[src/rtl/nvdla_fakeram_dp_arb.sv]
// Zero-fill sequencer, two-client round-robin read arbiter (port A) and write pass-through (port B)
// for a fakeram-style 1R/1W macro. Define NVDLA_FAKERAM_ARB_BYPASS_EN for write-first collision forwarding.
module nvdla_fakeram_dp_arb #(
  parameter int AW            = 8,
  parameter int DW            = 64,
  parameter int INIT_ON_RESET = 1
) (
  input  logic          nvdla_core_clk,
  input  logic          nvdla_core_rstn,
  output logic          init_done,
  input  logic          rd0_req_valid,
  output logic          rd0_req_ready,
  input  logic [AW-1:0] rd0_req_addr,
  output logic          rd0_rsp_valid,
  output logic [DW-1:0] rd0_rsp_data,
  input  logic          rd1_req_valid,
  output logic          rd1_req_ready,
  input  logic [AW-1:0] rd1_req_addr,
  output logic          rd1_rsp_valid,
  output logic [DW-1:0] rd1_rsp_data,
  input  logic          wr_req_valid,
  output logic          wr_req_ready,
  input  logic [AW-1:0] wr_req_addr,
  input  logic [DW-1:0] wr_req_data,
  output logic          ram_cena,
  output logic [AW-1:0] ram_aa,
  input  logic [DW-1:0] ram_qa,
  output logic          ram_cenb,
  output logic [AW-1:0] ram_ab,
  output logic [DW-1:0] ram_db
);

  // state | meaning
  // INIT  | zero-filling the array through port B, all clients held off
  // RUN   | reads arbitrated onto port A, writes passed through on port B
  typedef enum logic {INIT = 1'b0, RUN = 1'b1} state_t;

  localparam state_t        RST_STATE = (INIT_ON_RESET != 0) ? INIT : RUN;
  localparam logic [AW-1:0] CNT_MAX   = {AW{1'b1}};

  state_t        state_q, state_d;
  logic [AW-1:0] cnt_q;
  logic          rr_q;
  logic          gnt_vld_q, gnt_id_q;
  logic          rsp_vld0_q, rsp_vld1_q;
  logic [DW-1:0] rsp_data0_q, rsp_data1_q;
  logic [DW-1:0] rd_data;

  logic run, wr_fire, coll0, coll1, elig0, elig1, gnt0, gnt1;

  // Outputs are gated by the reset pin so they show reset values while reset is held.
  assign run     = (state_q == RUN) && nvdla_core_rstn;
  assign wr_fire = run && wr_req_valid;
  assign coll0   = wr_fire && (rd0_req_addr == wr_req_addr);
  assign coll1   = wr_fire && (rd1_req_addr == wr_req_addr);

`ifdef NVDLA_FAKERAM_ARB_BYPASS_EN
  logic          byp_q;
  logic [DW-1:0] byp_data_q;
  logic          byp_hit;

  assign elig0   = run && rd0_req_valid;
  assign elig1   = run && rd1_req_valid;
  assign byp_hit = (gnt0 && coll0) || (gnt1 && coll1);
  assign rd_data = byp_q ? byp_data_q : ram_qa;

  always_ff @(posedge nvdla_core_clk or negedge nvdla_core_rstn) begin
    if (!nvdla_core_rstn) begin
      byp_q      <= 1'b0;
      byp_data_q <= '0;
    end else begin
      byp_q <= byp_hit;
      if (byp_hit) byp_data_q <= wr_req_data;
    end
  end
`else
  assign elig0   = run && rd0_req_valid && !coll0;
  assign elig1   = run && rd1_req_valid && !coll1;
  assign rd_data = ram_qa;
`endif

  // rr_q names the client that wins when both are eligible.
  assign gnt0 = elig0 && (!elig1 || !rr_q);
  assign gnt1 = elig1 && (!elig0 || rr_q);

  always_ff @(posedge nvdla_core_clk or negedge nvdla_core_rstn) begin
    if (!nvdla_core_rstn) state_q <= RST_STATE;
    else                  state_q <= state_d;
  end

  always_comb begin
    state_d  = state_q;
    ram_cenb = 1'b1;
    ram_ab   = cnt_q;
    ram_db   = '0;
    if (state_q == INIT && cnt_q == CNT_MAX) state_d = RUN;
    if (nvdla_core_rstn) begin
      if (state_q == INIT) begin
        ram_cenb = 1'b0;
      end else begin
        ram_cenb = ~wr_req_valid;
        ram_ab   = wr_req_addr;
        ram_db   = wr_req_data;
      end
    end
  end

  always_ff @(posedge nvdla_core_clk or negedge nvdla_core_rstn) begin
    if (!nvdla_core_rstn) begin
      cnt_q       <= '0;
      rr_q        <= 1'b0;
      gnt_vld_q   <= 1'b0;
      gnt_id_q    <= 1'b0;
      rsp_vld0_q  <= 1'b0;
      rsp_vld1_q  <= 1'b0;
      rsp_data0_q <= '0;
      rsp_data1_q <= '0;
    end else begin
      if (state_q == INIT && cnt_q != CNT_MAX) cnt_q <= cnt_q + 1'b1;
      if (gnt0 || gnt1) rr_q <= gnt0;
      gnt_vld_q  <= gnt0 || gnt1;
      gnt_id_q   <= gnt1;
      rsp_vld0_q <= gnt_vld_q && !gnt_id_q;
      rsp_vld1_q <= gnt_vld_q && gnt_id_q;
      if (gnt_vld_q && !gnt_id_q) rsp_data0_q <= rd_data;
      if (gnt_vld_q && gnt_id_q)  rsp_data1_q <= rd_data;
    end
  end

  assign init_done     = (state_q == RUN);
  assign wr_req_ready  = run;
  assign rd0_req_ready = gnt0;
  assign rd1_req_ready = gnt1;
  assign ram_cena      = !(gnt0 || gnt1);
  assign ram_aa        = gnt1 ? rd1_req_addr : rd0_req_addr;
  assign rd0_rsp_valid = rsp_vld0_q;
  assign rd0_rsp_data  = rsp_data0_q;
  assign rd1_rsp_valid = rsp_vld1_q;
  assign rd1_rsp_data  = rsp_data1_q;

endmodule

[config.mk]
export PLATFORM = sky130hd
export DESIGN_NAME = nvdla_fakeram_dp_arb
export DESIGN_NICKNAME = d
export VERILOG_FILES = /design/src/rtl/nvdla_fakeram_dp_arb.sv
export SDC_FILE = /design/constraint.sdc
export NUM_CORES = 1
export LEC_CHECK = 0
export BUFFER_PORTS_ARGS = -buffer_cell sky130_fd_sc_hd__buf_2
export CORE_AREA = 5 5 144 146
export DETAILED_ROUTE_END_ITERATION = 7
export DIE_AREA = 0 0 149 151
export GPL_TIMING_DRIVEN = 0
export SLEW_MARGIN = 0
export SYNTH_ARGS = -nofsm -noshare
export SYNTH_HDL_FRONTEND = slang
export SYNTH_SLANG_ARGS = --single-unit
[constraint.sdc]
create_clock -name nvdla_core_clk -period 3.4 [get_ports nvdla_core_clk]
set_input_delay 0.34 -clock nvdla_core_clk [delete_from_list [all_inputs] [get_ports nvdla_core_clk]]
set_output_delay 0.34 -clock nvdla_core_clk [all_outputs]
set_load 0.05 [all_outputs]
---- Word level (Yosys, flattened, before mapping) ----
Index checks and enable logic that the tools add are counted.
cells by class
  $add $sub $neg .......................... 1
  multiply operators ...................... 0
  divide/modulo/power cells ............... 0
  $lt $le $gt $ge ......................... 0
  equal/unequal tests ..................... 4
  shift operators ......................... 0
  multiplexer cells ....................... 7
  bitwise operators ....................... 2
  reduce and logical (&&, ||, !) cells .... 24
operator list
  cell                   count
  $mux W64               2
  $mux W8                3
  $eq A8 B8 Y1           2
  $logic_and A1 B1 Y1    14
  $add A8 B1 Y8 const B  1
  $eq A8 B8 Y1 const B   1
  $ne A8 B8 Y1 const B   1
  $logic_not A1 Y1       7
  $logic_or A1 B1 Y1     3
  $mux W1                2
  $not A1 Y1             2
word-level totals
  register bits after elaboration ......... 142
  bits in latches ......................... 0
  memory bits (writable) .................. 0
  bits in read-only memories .............. 0
  output and inout port bits .............. 216
  word-level logic and storage cells ...... 47
  memories ................................ 0

---- Longest topological paths before layout ----
  word-level depth ........................ 10
  mapped depth ............................ 7
  depth with buffers taken out ............ 6

---- Least setup slack after synthesis ----
Ideal clock, no wire load.
  kind .................................... register to output
  start ................................... register state_q (netlist: init_done)
  end ..................................... output port ram_aa[0]
  arrival ................................. 2169 ps
  data required time ...................... 3060 ps
  setup slack ............................. 891 ps
  stages on the path, launching flop included .. 8
  cell sequence ........................... dfrtp_1 > nand2_4 > clkinv_2 > nand2_1 > a31oi_1 > o21a_1 > buf_6 > mux2_4
between the ends
  cells in the longest elaborated chain, start to end .. 9
  elaborated cells on any way between the ends .. 14
  those cells by class .................... mux (1); reduce/logical (13)
ends and longest elaborated chain
  item                     line  source
  from (decl)              41    state_t state_q, state_d;
  from (signal assigned)   88    else state_q <= state_d;
  $logic_and A1 B1 Y1 (*)  52    assign run = (state_q == RUN) && nvdla_core_rstn;
  named net wr_req_ready   22    output logic wr_req_ready,
  $logic_and A1 B1 Y1      53    assign wr_fire = run && wr_req_valid;
  $logic_and A1 B1 Y1      54    assign coll0 = wr_fire && (rd0_req_addr == wr_req_addr);
  $logic_not A1 Y1         77    assign elig0 = run && rd0_req_valid && !coll0;
  $logic_and A1 B1 Y1      77
  $logic_not A1 Y1         84    assign gnt1 = elig1 && (!elig0 || rr_q);
  $logic_or A1 B1 Y1       84
  $logic_and A1 B1 Y1 (*)  84
  named net rd1_req_ready  17    output logic rd1_req_ready,
  $mux W8 (*)              135   assign ram_aa = gnt1 ? rd1_req_addr : rd0_req_addr;
  to (decl)                26    output logic [AW-1:0] ram_aa,
Mark *: on every way through the listed nets, which the timed path passes. The rest lies on a longest branch.

---- Worst setup path after layout ----
  start ................................... input port nvdla_core_rstn
  end ..................................... output port ram_aa[2]
between the ends
  cells in the longest elaborated chain, start to end .. 9
  elaborated cells on any way between the ends .. 14
  those cells by class .................... mux (1); reduce/logical (13)
ends and longest elaborated chain
  item                     line  source
  from (decl)              9     input logic nvdla_core_rstn,
  $logic_and A1 B1 Y1 (*)  52
  $logic_and A1 B1 Y1      53
  $logic_and A1 B1 Y1      54
  $logic_not A1 Y1         77
  $logic_and A1 B1 Y1      77
  $logic_not A1 Y1         84
  $logic_or A1 B1 Y1       84
  $logic_and A1 B1 Y1 (*)  84
  $mux W8 (*)              135
Every way passes the cells marked *; elsewhere a longest branch is shown, timed or not.

==> results.md <==
* Outcome: finished clean
* Leak at 4.78 nW
* Slew headroom at 0.502
* Share of layout cells above drive strength 1 at 0.509
* Crit-path max FO at 53
* Dpl hpwl at 18,000 µm
* Nets at 1,123
* Max clock buf depth at 2
* Primary FF master, synth: dfrtp_1
* ANT nets after route at 0
* Fin Setup TNS at 0 ns
* Die width at 149 µm
* Drt wl/cell at 17.9 µm
* CTS tree: done
* Post-synth cell types at 29
* Multi-input logic area at 0.00246 mm²
* Syn-to-layout area delta at 45.7%
* Num rows at 51
* Fill count at 1,908
* Via density per instance at 4.51
* Post-Place Worst Slack at 0.736 ns
* GRT Util Overall at 0.193
* Largest net degree at the start of global routing at 94
* Drt drc at 0
* Crit end category: primary output
* Post-synthesis register bit count at 142
* Tmin final at 3.20 ns
* Hold Path Class: input port to register
* Req. time, crit path at 3.06 ns
* Post-Syn Instances at 572
* H-tree depth at 4
* Share of synthesized registers carrying an async set or reset at 1.00
* Vias in the first global route at 5,789
* Final period util at 0.941
* Fin Clk Skew at 0.00974 ns
* Synth Warn # at 0
* Layout Cells excl Fill at 1,246
* Max cap viols at 0
* Maximum clock rate at 313 MHz
* Mapped Nets at 730
* First-pass iteration count of the detailed router at 4
* Die area at 0.0225 mm²
* Sequential standard cell area at 0.00355 mm²
* Vias at 5,621
* Max VDD drop at 0.307 mV
* Die height at 151 µm
* Total Wirelength at 22,400 µm
* Fin worst setup slack at 0.200 ns
* I/O Buffers at 372
* Placed cells at 1,210
* Most frequent cells in the layout: 376 x buf_2, 198 x nand2_1, 142 x dfrtp_1
* Post-synth EDFFs at 0
* Clock slew at reported path FFs at 0.07 ns
* Arr. time, crit path at 2.86 ns
* Clock root cell: clkbuf_16
* Initial antenna violation count at 3
* Pwr/cell area at 446 mW/mm²
* Syn_area_per_cell at 10.8 µm²
* RSZ-0062 raised after global routing: no
* Commonest non-fill, non-tap cell in the layout: buf_2
* First-pass GRT wire length at 33,000 µm
* Inserted Clock Buffers at 17
* Initial core utilization at 0.321
* First DRT Iteration DRCs at 161
* Fin. max-slew vios at 0
* Startpoint Class: input port
* Clock Latency Late Sink at 0.42 ns
* Sequential cell area fraction in the yosys report at 0.574
* Critical path class: input port to primary output
* Core Footprint at 0.0193 mm²
* Netlist Area Pre-Place at 0.00619 mm²
* Actual slew at the worst max-slew pin at 0.748 ns
* Gpl congestion at 0.846
* Clock sinks at 142
* I/O pin count at 373
* Final setup fails at 0
* Final Hold Fails at 0
* Remaining Overflow, GRT at 0
-- what timing repair did --
item | 4_1_cts | 5_1_grt
resized for setup | 0 | 1
setup endpoints to repair | 0 | 8
hold buffers | 1 | 0
hold endpoints to repair | 49 | 0
setup buffers | 0 | 0
-- final cells by class --
cell class	instances	area share
clock inverter	14	0.0160
sequential	142	0.394
buffer	36	0.0165
multi-input combinational	388	0.273
clock buffer	18	0.0487
antenna	3	0.000833
timing repair buffer	374	0.212
inverter	6	0.00264
tap	265	0.0368
-- synthesized netlist by cell type (2+ instances only) --
cell / n / area share
xnor2_1: 15 / 0.021
dfrtp_1: 142 / 0.57
clkbuf_1: 28 / 0.017
buf_2: 5 / 0.0040
buf_1: 2 / 0.0012
nand2_1: 198 / 0.12
mux2_4: 8 / 0.019
nand4_1: 4 / 0.0040
and3_1: 67 / 0.068
inv_1: 5 / 0.0030
mux2_2: 73 / 0.13
xor2_1: 8 / 0.011
-- worst max-delay path, stage by stage --
cell	delay, ns
dlygate4sd3_1	0.55
clkbuf_8	0.42
nand2_4	0.18
clkinv_2	0.10
nand2_1	0.05
a31oi_1	0.27
o21a_1	0.19
buf_6	0.18
mux2_4	0.31
buf_2	0.22
-- report_power, final --
part / leakage, nW / internal (mW) / switching, mW
combinational: 3.01 / 0.147 / 0.294
sequential: 1.49 / 1.73 / 0.0182
clock: 0.284 / 0.997 / 0.833
-- routing by layer --
layer	vias up	routed length (µm)	track usage
met4	0	395	0.0645
met3	19	1730	0.0577
met5	-	0	0
met2	241	11900	0.356
met1	2673	8380	0.212
li1	2688	-	-
-- kinds of logic after synthesis --
logic type / Yosys count / share of synthesized area
adder cells (fa/ha/maj): 1 / 0.00202
AND/OR/NAND/NOR: 276 / 0.201
buffers and inverters: 42 / 0.0279
XOR/XNOR: 23 / 0.0326
flip-flops: 142 / 0.574
AO/OA/AOI/OAI: 6 / 0.00849
multiplexers: 82 / 0.154
-- metrics by stage --
stage	instance area [µm²]	hold WS, ns	util	power (mW)
floorplan	6190	0.0444	-	2.01
global placement	8380	0.453	0.435	2.21
detailed placement	8410	0.337	0.437	2.22
CTS	9010	0.103	0.467	4.07
global route	9020	0.115	0.468	4.18
finish	9020	0.122	0.468	4.02
-- worst paths after layout --
path | start | end | slack [ns] | depth (start not counted)
worst max-delay path | nvdla_core_rstn | ram_aa[2] | 0.20 | 10
worst min-delay path | ram_qa[23] | rd0_rsp_data[23] | 0.12 | 3
worst max register to register | gnt_id_q | rd0_rsp_data[3] | 1.45 | 6
worst min register to register | rd0_rsp_data[54] | rd0_rsp_data[54] | 0.47 | 2
max in group asynchronous | nvdla_core_rstn | rd0_rsp_data[58] | 2.10 | 3
min in group asynchronous | nvdla_core_rstn | rd0_rsp_data[23] | 0.46 | 2
(Power assumes the default switching activity.)
